==> src/rtl/spi_bus_arbiter.sv <==
// Shares one mode-0 SPI bus (sclk/mosi/miso, sen_n) between NREQ requesters; includes the shift engine. Optional SPI_ARB_STRICT_PRIO_EN: fixed priority, highest index wins.
// Latency: sen_n falls one cycle after handshake; rsp_valid pulses on the sen_n rise, CLK_DIV*(2*len+2) cycles later.
// Backpressure: req_ready only in IDLE and only to the granted requester; losers hold their request until granted.
module spi_bus_arbiter #(
    parameter int NREQ    = 2,
    parameter int NSLAVE  = 5,
    parameter int CLK_DIV = 2,
    parameter int GAP     = 2
) (
    input  logic                   wb_clk,
    input  logic                   wb_rst,
    input  logic [NREQ-1:0]        req_valid,
    output logic [NREQ-1:0]        req_ready,
    input  logic [NSLAVE*NREQ-1:0] req_sel,
    input  logic [6*NREQ-1:0]      req_len,
    input  logic [32*NREQ-1:0]     req_data,
    output logic [NREQ-1:0]        rsp_valid,
    output logic [31:0]            rsp_data,
    output logic                   busy,
    output logic                   sclk,
    output logic                   mosi,
    input  logic                   miso,
    output logic [NSLAVE-1:0]      sen_n
);

    localparam int RW = (NREQ > 1) ? $clog2(NREQ) : 1;
    localparam int DW = (CLK_DIV > 1) ? $clog2(CLK_DIV) : 1;
    localparam int GW = (GAP > 1) ? $clog2(GAP) : 1;
    localparam logic [DW-1:0] DIV_LAST = DW'(CLK_DIV - 1);
    localparam logic [GW-1:0] GAP_LAST = GW'((GAP > 0) ? GAP - 1 : 0);

    typedef enum logic [2:0] {
        S_IDLE,
        S_SETUP,
        S_SHIFT,
        S_HOLD,
        S_GAP
    } state_t;

    state_t            state_q, state_n;
    logic [DW-1:0]     div_q, div_n;
    logic [GW-1:0]     gap_q, gap_n;
    logic [5:0]        bit_q, bit_n;
    logic [5:0]        len_q, len_n;
    logic [31:0]       tx_q, tx_n;
    logic [31:0]       rx_q, rx_n;
    logic [RW-1:0]     owner_q, owner_n;
    logic              sclk_q, sclk_n;
    logic              mosi_q, mosi_n;
    logic [NSLAVE-1:0] sen_n_q, sen_n_n;
    logic [NREQ-1:0]   rsp_vld_q, rsp_vld_n;
    logic [31:0]       rsp_dat_q, rsp_dat_n;
`ifndef SPI_ARB_STRICT_PRIO_EN
    logic [RW-1:0]     rr_q, rr_n;
`endif

    logic              gnt_vld;
    logic [RW-1:0]     gnt_idx;
    logic [RW-1:0]     cand;
    logic              hs;
    logic [NSLAVE-1:0] g_sel, sel_oh;
    logic [5:0]        g_len, len_eff;
    logic [31:0]       g_data, tx_aligned;

    // Grant: strict mode lets the last (highest) valid index win; round robin
    // scans downward in offset so the requester right after rr_q ends up winning.
    always_comb begin
        gnt_vld = 1'b0;
        gnt_idx = '0;
        cand    = '0;
`ifdef SPI_ARB_STRICT_PRIO_EN
        for (int i = 0; i < NREQ; i++) begin
            if (req_valid[i]) begin
                gnt_vld = 1'b1;
                gnt_idx = RW'(i);
            end
        end
`else
        for (int i = NREQ; i >= 1; i--) begin
            cand = RW'((int'(rr_q) + i) % NREQ);
            if (req_valid[cand]) begin
                gnt_vld = 1'b1;
                gnt_idx = cand;
            end
        end
`endif
    end

    assign hs        = (state_q == S_IDLE) && gnt_vld && !wb_rst;
    assign req_ready = hs ? (NREQ'(1) << gnt_idx) : '0;

    assign g_sel      = req_sel[gnt_idx*NSLAVE +: NSLAVE];
    assign g_len      = req_len[gnt_idx*6 +: 6];
    assign g_data     = req_data[gnt_idx*32 +: 32];
    assign sel_oh     = g_sel & (~g_sel + NSLAVE'(1));
    assign len_eff    = (g_len == 6'd0 || g_len > 6'd32) ? 6'd32 : g_len;
    // MSB of the frame parked at bit 31 so mosi always comes from tx_q[31].
    assign tx_aligned = g_data << (6'd32 - len_eff);

    always_comb begin
        state_n   = state_q;
        div_n     = div_q;
        gap_n     = gap_q;
        bit_n     = bit_q;
        len_n     = len_q;
        tx_n      = tx_q;
        rx_n      = rx_q;
        owner_n   = owner_q;
        sclk_n    = sclk_q;
        mosi_n    = mosi_q;
        sen_n_n   = sen_n_q;
        rsp_vld_n = '0;
        rsp_dat_n = rsp_dat_q;
`ifndef SPI_ARB_STRICT_PRIO_EN
        rr_n      = rr_q;
`endif
        case (state_q)
            S_IDLE: begin
                if (hs) begin
                    state_n = S_SETUP;
                    div_n   = '0;
                    bit_n   = '0;
                    len_n   = len_eff;
                    tx_n    = tx_aligned;
                    mosi_n  = tx_aligned[31];
                    rx_n    = '0;
                    sclk_n  = 1'b0;
                    sen_n_n = ~sel_oh;
                    owner_n = gnt_idx;
`ifndef SPI_ARB_STRICT_PRIO_EN
                    rr_n    = gnt_idx;
`endif
                end
            end
            S_SETUP: begin
                if (div_q == DIV_LAST) begin
                    div_n   = '0;
                    state_n = S_SHIFT;
                    sclk_n  = 1'b1;
                    rx_n    = {rx_q[30:0], miso};
                end else begin
                    div_n = div_q + DW'(1);
                end
            end
            S_SHIFT: begin
                if (div_q == DIV_LAST) begin
                    div_n = '0;
                    if (sclk_q) begin
                        sclk_n = 1'b0;
                        if (bit_q != len_q - 6'd1) begin
                            tx_n   = tx_q << 1;
                            mosi_n = tx_q[30];
                        end
                    end else if (bit_q == len_q - 6'd1) begin
                        state_n = S_HOLD;
                    end else begin
                        bit_n  = bit_q + 6'd1;
                        sclk_n = 1'b1;
                        rx_n   = {rx_q[30:0], miso};
                    end
                end else begin
                    div_n = div_q + DW'(1);
                end
            end
            S_HOLD: begin
                if (div_q == DIV_LAST) begin
                    div_n     = '0;
                    gap_n     = '0;
                    sen_n_n   = '1;
                    mosi_n    = 1'b0;
                    rsp_vld_n = NREQ'(1) << owner_q;
                    rsp_dat_n = rx_q;
                    state_n   = (GAP > 0) ? S_GAP : S_IDLE;
                end else begin
                    div_n = div_q + DW'(1);
                end
            end
            S_GAP: begin
                if (gap_q == GAP_LAST) begin
                    state_n = S_IDLE;
                end else begin
                    gap_n = gap_q + GW'(1);
                end
            end
            default: state_n = S_IDLE;
        endcase
    end

    always_ff @(posedge wb_clk or posedge wb_rst) begin
        if (wb_rst) begin
            state_q   <= S_IDLE;
            div_q     <= '0;
            gap_q     <= '0;
            bit_q     <= '0;
            len_q     <= '0;
            tx_q      <= '0;
            rx_q      <= '0;
            owner_q   <= '0;
            sclk_q    <= 1'b0;
            mosi_q    <= 1'b0;
            sen_n_q   <= '1;
            rsp_vld_q <= '0;
            rsp_dat_q <= '0;
`ifndef SPI_ARB_STRICT_PRIO_EN
            rr_q      <= '0;
`endif
        end else begin
            state_q   <= state_n;
            div_q     <= div_n;
            gap_q     <= gap_n;
            bit_q     <= bit_n;
            len_q     <= len_n;
            tx_q      <= tx_n;
            rx_q      <= rx_n;
            owner_q   <= owner_n;
            sclk_q    <= sclk_n;
            mosi_q    <= mosi_n;
            sen_n_q   <= sen_n_n;
            rsp_vld_q <= rsp_vld_n;
            rsp_dat_q <= rsp_dat_n;
`ifndef SPI_ARB_STRICT_PRIO_EN
            rr_q      <= rr_n;
`endif
        end
    end

    assign rsp_valid = rsp_vld_q;
    assign rsp_data  = rsp_dat_q;
    assign busy      = (state_q != S_IDLE);
    assign sclk      = sclk_q;
    assign mosi      = mosi_q;
    assign sen_n     = sen_n_q;

endmodule

==> config.mk <==
export PLATFORM = sky130hd
export DESIGN_NAME = spi_bus_arbiter
export DESIGN_NICKNAME = d
export VERILOG_FILES = /design/src/rtl/spi_bus_arbiter.sv
export SDC_FILE = /design/constraint.sdc
export NUM_CORES = 1
export LEC_CHECK = 0
export ABC_AREA = 1
export CAP_MARGIN = 0
export CORE_MARGIN = 2
export CORE_UTILIZATION = 50
export CTS_BUF_LIST = sky130_fd_sc_hd__clkbuf_8
export DETAILED_ROUTE_END_ITERATION = 10
export GPL_ROUTABILITY_DRIVEN = 0
export PLACE_DENSITY = 0.79
export SYNTH_ARGS = -nofsm -noshare
export SYNTH_HDL_FRONTEND = slang
export SYNTH_SLANG_ARGS = --single-unit
==> constraint.sdc <==
create_clock -name wb_clk -period 6.4 [get_ports wb_clk]
set_input_delay 1.28 -clock wb_clk [delete_from_list [all_inputs] [get_ports wb_clk]]
set_output_delay 1.28 -clock wb_clk [all_outputs]
set_load 0.01 [all_outputs]
==> key figures <==
Power
  – Peak supply drop: 0.0002882 V
  – Ratio of total power to cell area: about 460 nW/um^2
  – Static Leak: about 0.0044 uW
  – Sum of internal, switching and leakage power: between 4000 and 5000 uW

Floorplan
  – Ports placed on the boundary: ~140
  – Overall die area: around 16000 um^2
  – Cell row count: 45
  – Effective utilization at floorplan: 0.5081
  – Core Region: ~15000 um^2
  – Die height: between 100 and 150 um
  – Horizontal extent of the die: around 130 um

Synthesis
  – Instance count of the mapped netlist: 1089
  – Number of library cell types mapped by synthesis: 44
  – Fraction of the yosys area taken by sequential cells: 0.3990
  – Summed instance area of the synthesized netlist: 7667 um^2
  – Most used DFF post-synth: dfrtp_1
  – Post-synth ARST share: 1.000
  – EDFF count, synth: 0
  – Seq cells post-synth: between 100 and 150
  – Post-synthesis net count: between 1000 and 1500
  – Count of yosys warnings during synthesis: 0
  – Post-synthesis average cell area: around 7 um^2

Route
  – Pre-antenna DRT Iters: 8
  – Sum of met2 wire segment lengths after detailed routing: around 9.3 mm
  – Antenna Nets Post-Route: 0
  – DRC errors left: 0
  – Overall routed net length: about 21 mm
  – Via-to-Cell Ratio: between 5 and 6
  – Routed length on met1: roughly 9.6 mm
  – Top routing layer in use: met4
  – DR WL met3: roughly 1.6 mm
  – DR vias: about 7800
  – First DRT Iteration DRCs: 863
  – Routed wirelength normalized by instance count: 15.06 um

Final layout
  – Layout cell share with drive strength beyond 1: 0.07648
  – Area used by multi-input combinational logic: 3904 um^2
  – Number of non-filler instances in the completed layout: roughly 1400
  – Register area: between 3000 and 4000 um^2
  – Number of fill cells in the layout: roughly 1300
  – Number of diodes added for antenna fixing: 0
  – Area growth from synthesis to final layout: 23.11%
  – Final nets: ~1300

Placed design
  – Count of input and output buffers: around 130
  – HPWL reported at the end of detailed placement: between 15 and 20 mm
  – Placed Instances: approximately 1400

Clocking
  – Post-CTS Setup Inserts: 0
  – # resized after CTS: 0
  – Worst skew pair latency: approximately 0.43 ns
  – Clock transition at the register clock pins on the worst setup and hold paths after CTS: 0.08 ns
  – Hold buffer count at cts: 0
  – Maximum buffer depth of the clock tree: 2
  – CTS buffer count: 17
  – Maximum level of the CTS H-tree: 4
  – Number of sinks handled by clock tree synthesis: ~120
  – Root buffer cell: clkbuf_8
  – Clock tree from TritonCTS: built

Setup path
  – Crit path kind: input port to flip-flop
  – Max Fanout on Critical Path: 52
  – Req. time, crit path: 6.73 ns
  – Kind of end point of the critical path: flip-flop
  – Startpoint types: input port
  – Critical path arrival: 5.57 ns

Global routing
  – Global-route wire length before repair: 34.41 mm
  – Maximum number of pins on one net before global-route repair: 69
  – Antenna violations before repair: 0
  – Global router's overall resource usage: 0.2604
  – Vias in the first global route: 6943
  – Overflow left after global routing: 0

Status
  – Run status: finished clean

Timing
  – Part of the cycle the worst path needs: 0.8191
  – Final number of max-transition violations: 0
  – Relative max-transition margin: 0.3150
  – Fmax: between 0.15 and 0.2 GHz
  – Final setup vio count: 0
  – Period minus WS final: 5.242 ns
  – Pin slew with the least headroom to its limit: about 1.0 ns
  – Endpoints failing hold: 0
  – Total Negative Setup Slacks: 0 ns
  – Worst setup skew after layout: 0.01698 ns
  – RSZ-0062 raised after global routing: false

Flow run
  – Max-cap violation count: 0

Worst hold path
  – Worst hold-check path type: flip-flop to flip-flop
[final cells by class]
cell class | instances | share of cell area
flip-flops and latches | 122 | 0.3241
repair buffers | 146 | 0.1516
well taps | 188 | 0.02492
inverters | 113 | 0.04520
multi-input cells | 790 | 0.4136
clock buffers | 18 | 0.02625
clock inverters | 14 | 0.01432
[cells in the final DEF (no fill, tap or decap), types with 20 or more instances in the layout]
| master | instances |
|---|---|
| o21ai_0 | 104 |
| a21oi_1 | 43 |
| nand2_1 | 263 |
| nand4_1 | 20 |
| nand3_1 | 207 |
| dfrtp_1 | 117 |
| or2_2 | 28 |
| inv_1 | 107 |
| nor2_1 | 44 |
| clkdlybuf4s50_1 | 134 |
[cell families (layout without fill, tap and decap cells)]
kind of cell | count (synthesis) | in the layout | synth area share
and+or+nand+nor | 581 | 581 | 0.3401
AOI/OAI and AO/OA | 187 | 187 | 0.1379
buffers and inverters | 177 | 291 | 0.09220
DFF | 122 | 122 | 0.3990
muxes | 11 | 11 | 0.01436
xor gates and xnor gates | 8 | 8 | 0.01159
adders and majority gates | 3 | 3 | 0.004896
[where the power goes]
part | switching [uW] | leakage, uW | internal [uW]
Combinational | 1550 | 0.00264 | 923
Clock | 336 | 0.000189 | 325
Sequential | 148 | 0.00158 | 1030
Total | 2040 | 0.00441 | 2280
[synth_stat cells (all sizes together), types with 2 or more instances]
| library cell | number | share of area |
|---|---|---|
| o211ai | 2 | 0.0020 |
| xor2 | 5 | 0.0082 |
| clkbuf | 39 | 0.019 |
| dfrtp | 117 | 0.38 |
| or2 | 28 | 0.023 |
| ha | 3 | 0.0049 |
| nor2 | 45 | 0.022 |
| nand2 | 267 | 0.13 |
| nand3 | 208 | 0.14 |
| o21ai | 108 | 0.070 |
| buf | 25 | 0.018 |
| mux2i | 11 | 0.014 |
| dfstp | 5 | 0.017 |
| a21boi | 4 | 0.0039 |
| o31ai | 3 | 0.0029 |
| nand3b | 2 | 0.0020 |
| a21oi | 44 | 0.029 |
| a22oi | 3 | 0.0029 |
| inv | 112 | 0.055 |
| a2bb2oi | 14 | 0.016 |
| nand4 | 20 | 0.016 |
| xnor2 | 3 | 0.0034 |
| a31oi | 3 | 0.0024 |
| nor3 | 8 | 0.0052 |
[sequential cells by signal, summed over array words and instances, names as in the netlist]
name       count
rsp_data      32
rx_q          32
tx_q          31
bit_q          6
len_q          6
sen_n          5
state_q        3
rsp_valid      2
div_q          1
gap_q          1
mosi           1
rr_q           1
sclk           1
[stage by stage]
stage	worst slack, ns	instance area, um^2	hold slack, ns	utilization
2_1_floorplan	0.05756	7667	0.4458	-
3_3_place_gp	0.9952	9056	0.4695	0.6002
3_5_place_dp	0.7967	9056	0.4729	0.6002
4_1_cts	1.253	9439	0.4930	0.6255
5_1_grt	0.7548	9439	0.5148	0.6255
6_report	1.158	9439	0.4888	0.6255
[critical path, stage by stage]
cell	delay, ns
clkdlybuf4s50_1	0.72
nand2_4	0.40
o21ai_1	0.29
nand2_1	0.14
o21bai_4	0.40
nand3_2	0.14
ha_1	0.31
buf_4	0.24
inv_1	0.79
nand3_1	0.23
nand3_1	0.15
nand3_1	0.12
nand3_1	0.17
nand3_1	0.09
nand2_1	0.06
inv_1	0.03
[per-layer routing]
layer | up-vias | GRT usage
met3 | 33 | 0.05342
met4 | 0 | 0.06787
met2 | 306 | 0.3938
li1 | 3817 | -
met1 | 3608 | 0.3834
met5 | - | 0
[final timing paths]
check                                     from                   end  cells past startpoint  slack (ns)
min in group asynchronous               wb_rst  rx_q[29]$_DFFE_PP0P_                      3        1.50
hold reg to reg            tx_q[0]$_DFFE_PP0P_   tx_q[0]$_DFFE_PP0P_                      2        0.49
setup / recovery                  req_valid[1]  tx_q[30]$_DFFE_PP0P_                     16        1.16
setup reg to reg              rr_q$_DFFE_PP0P_  tx_q[30]$_DFFE_PP0P_                     17        2.15
max in group asynchronous               wb_rst   tx_q[4]$_DFFE_PP0P_                      4        3.67
hold / removal             tx_q[0]$_DFFE_PP0P_   tx_q[0]$_DFFE_PP0P_                      2        0.49
Note: power is estimated with default switching activity, not from simulation.
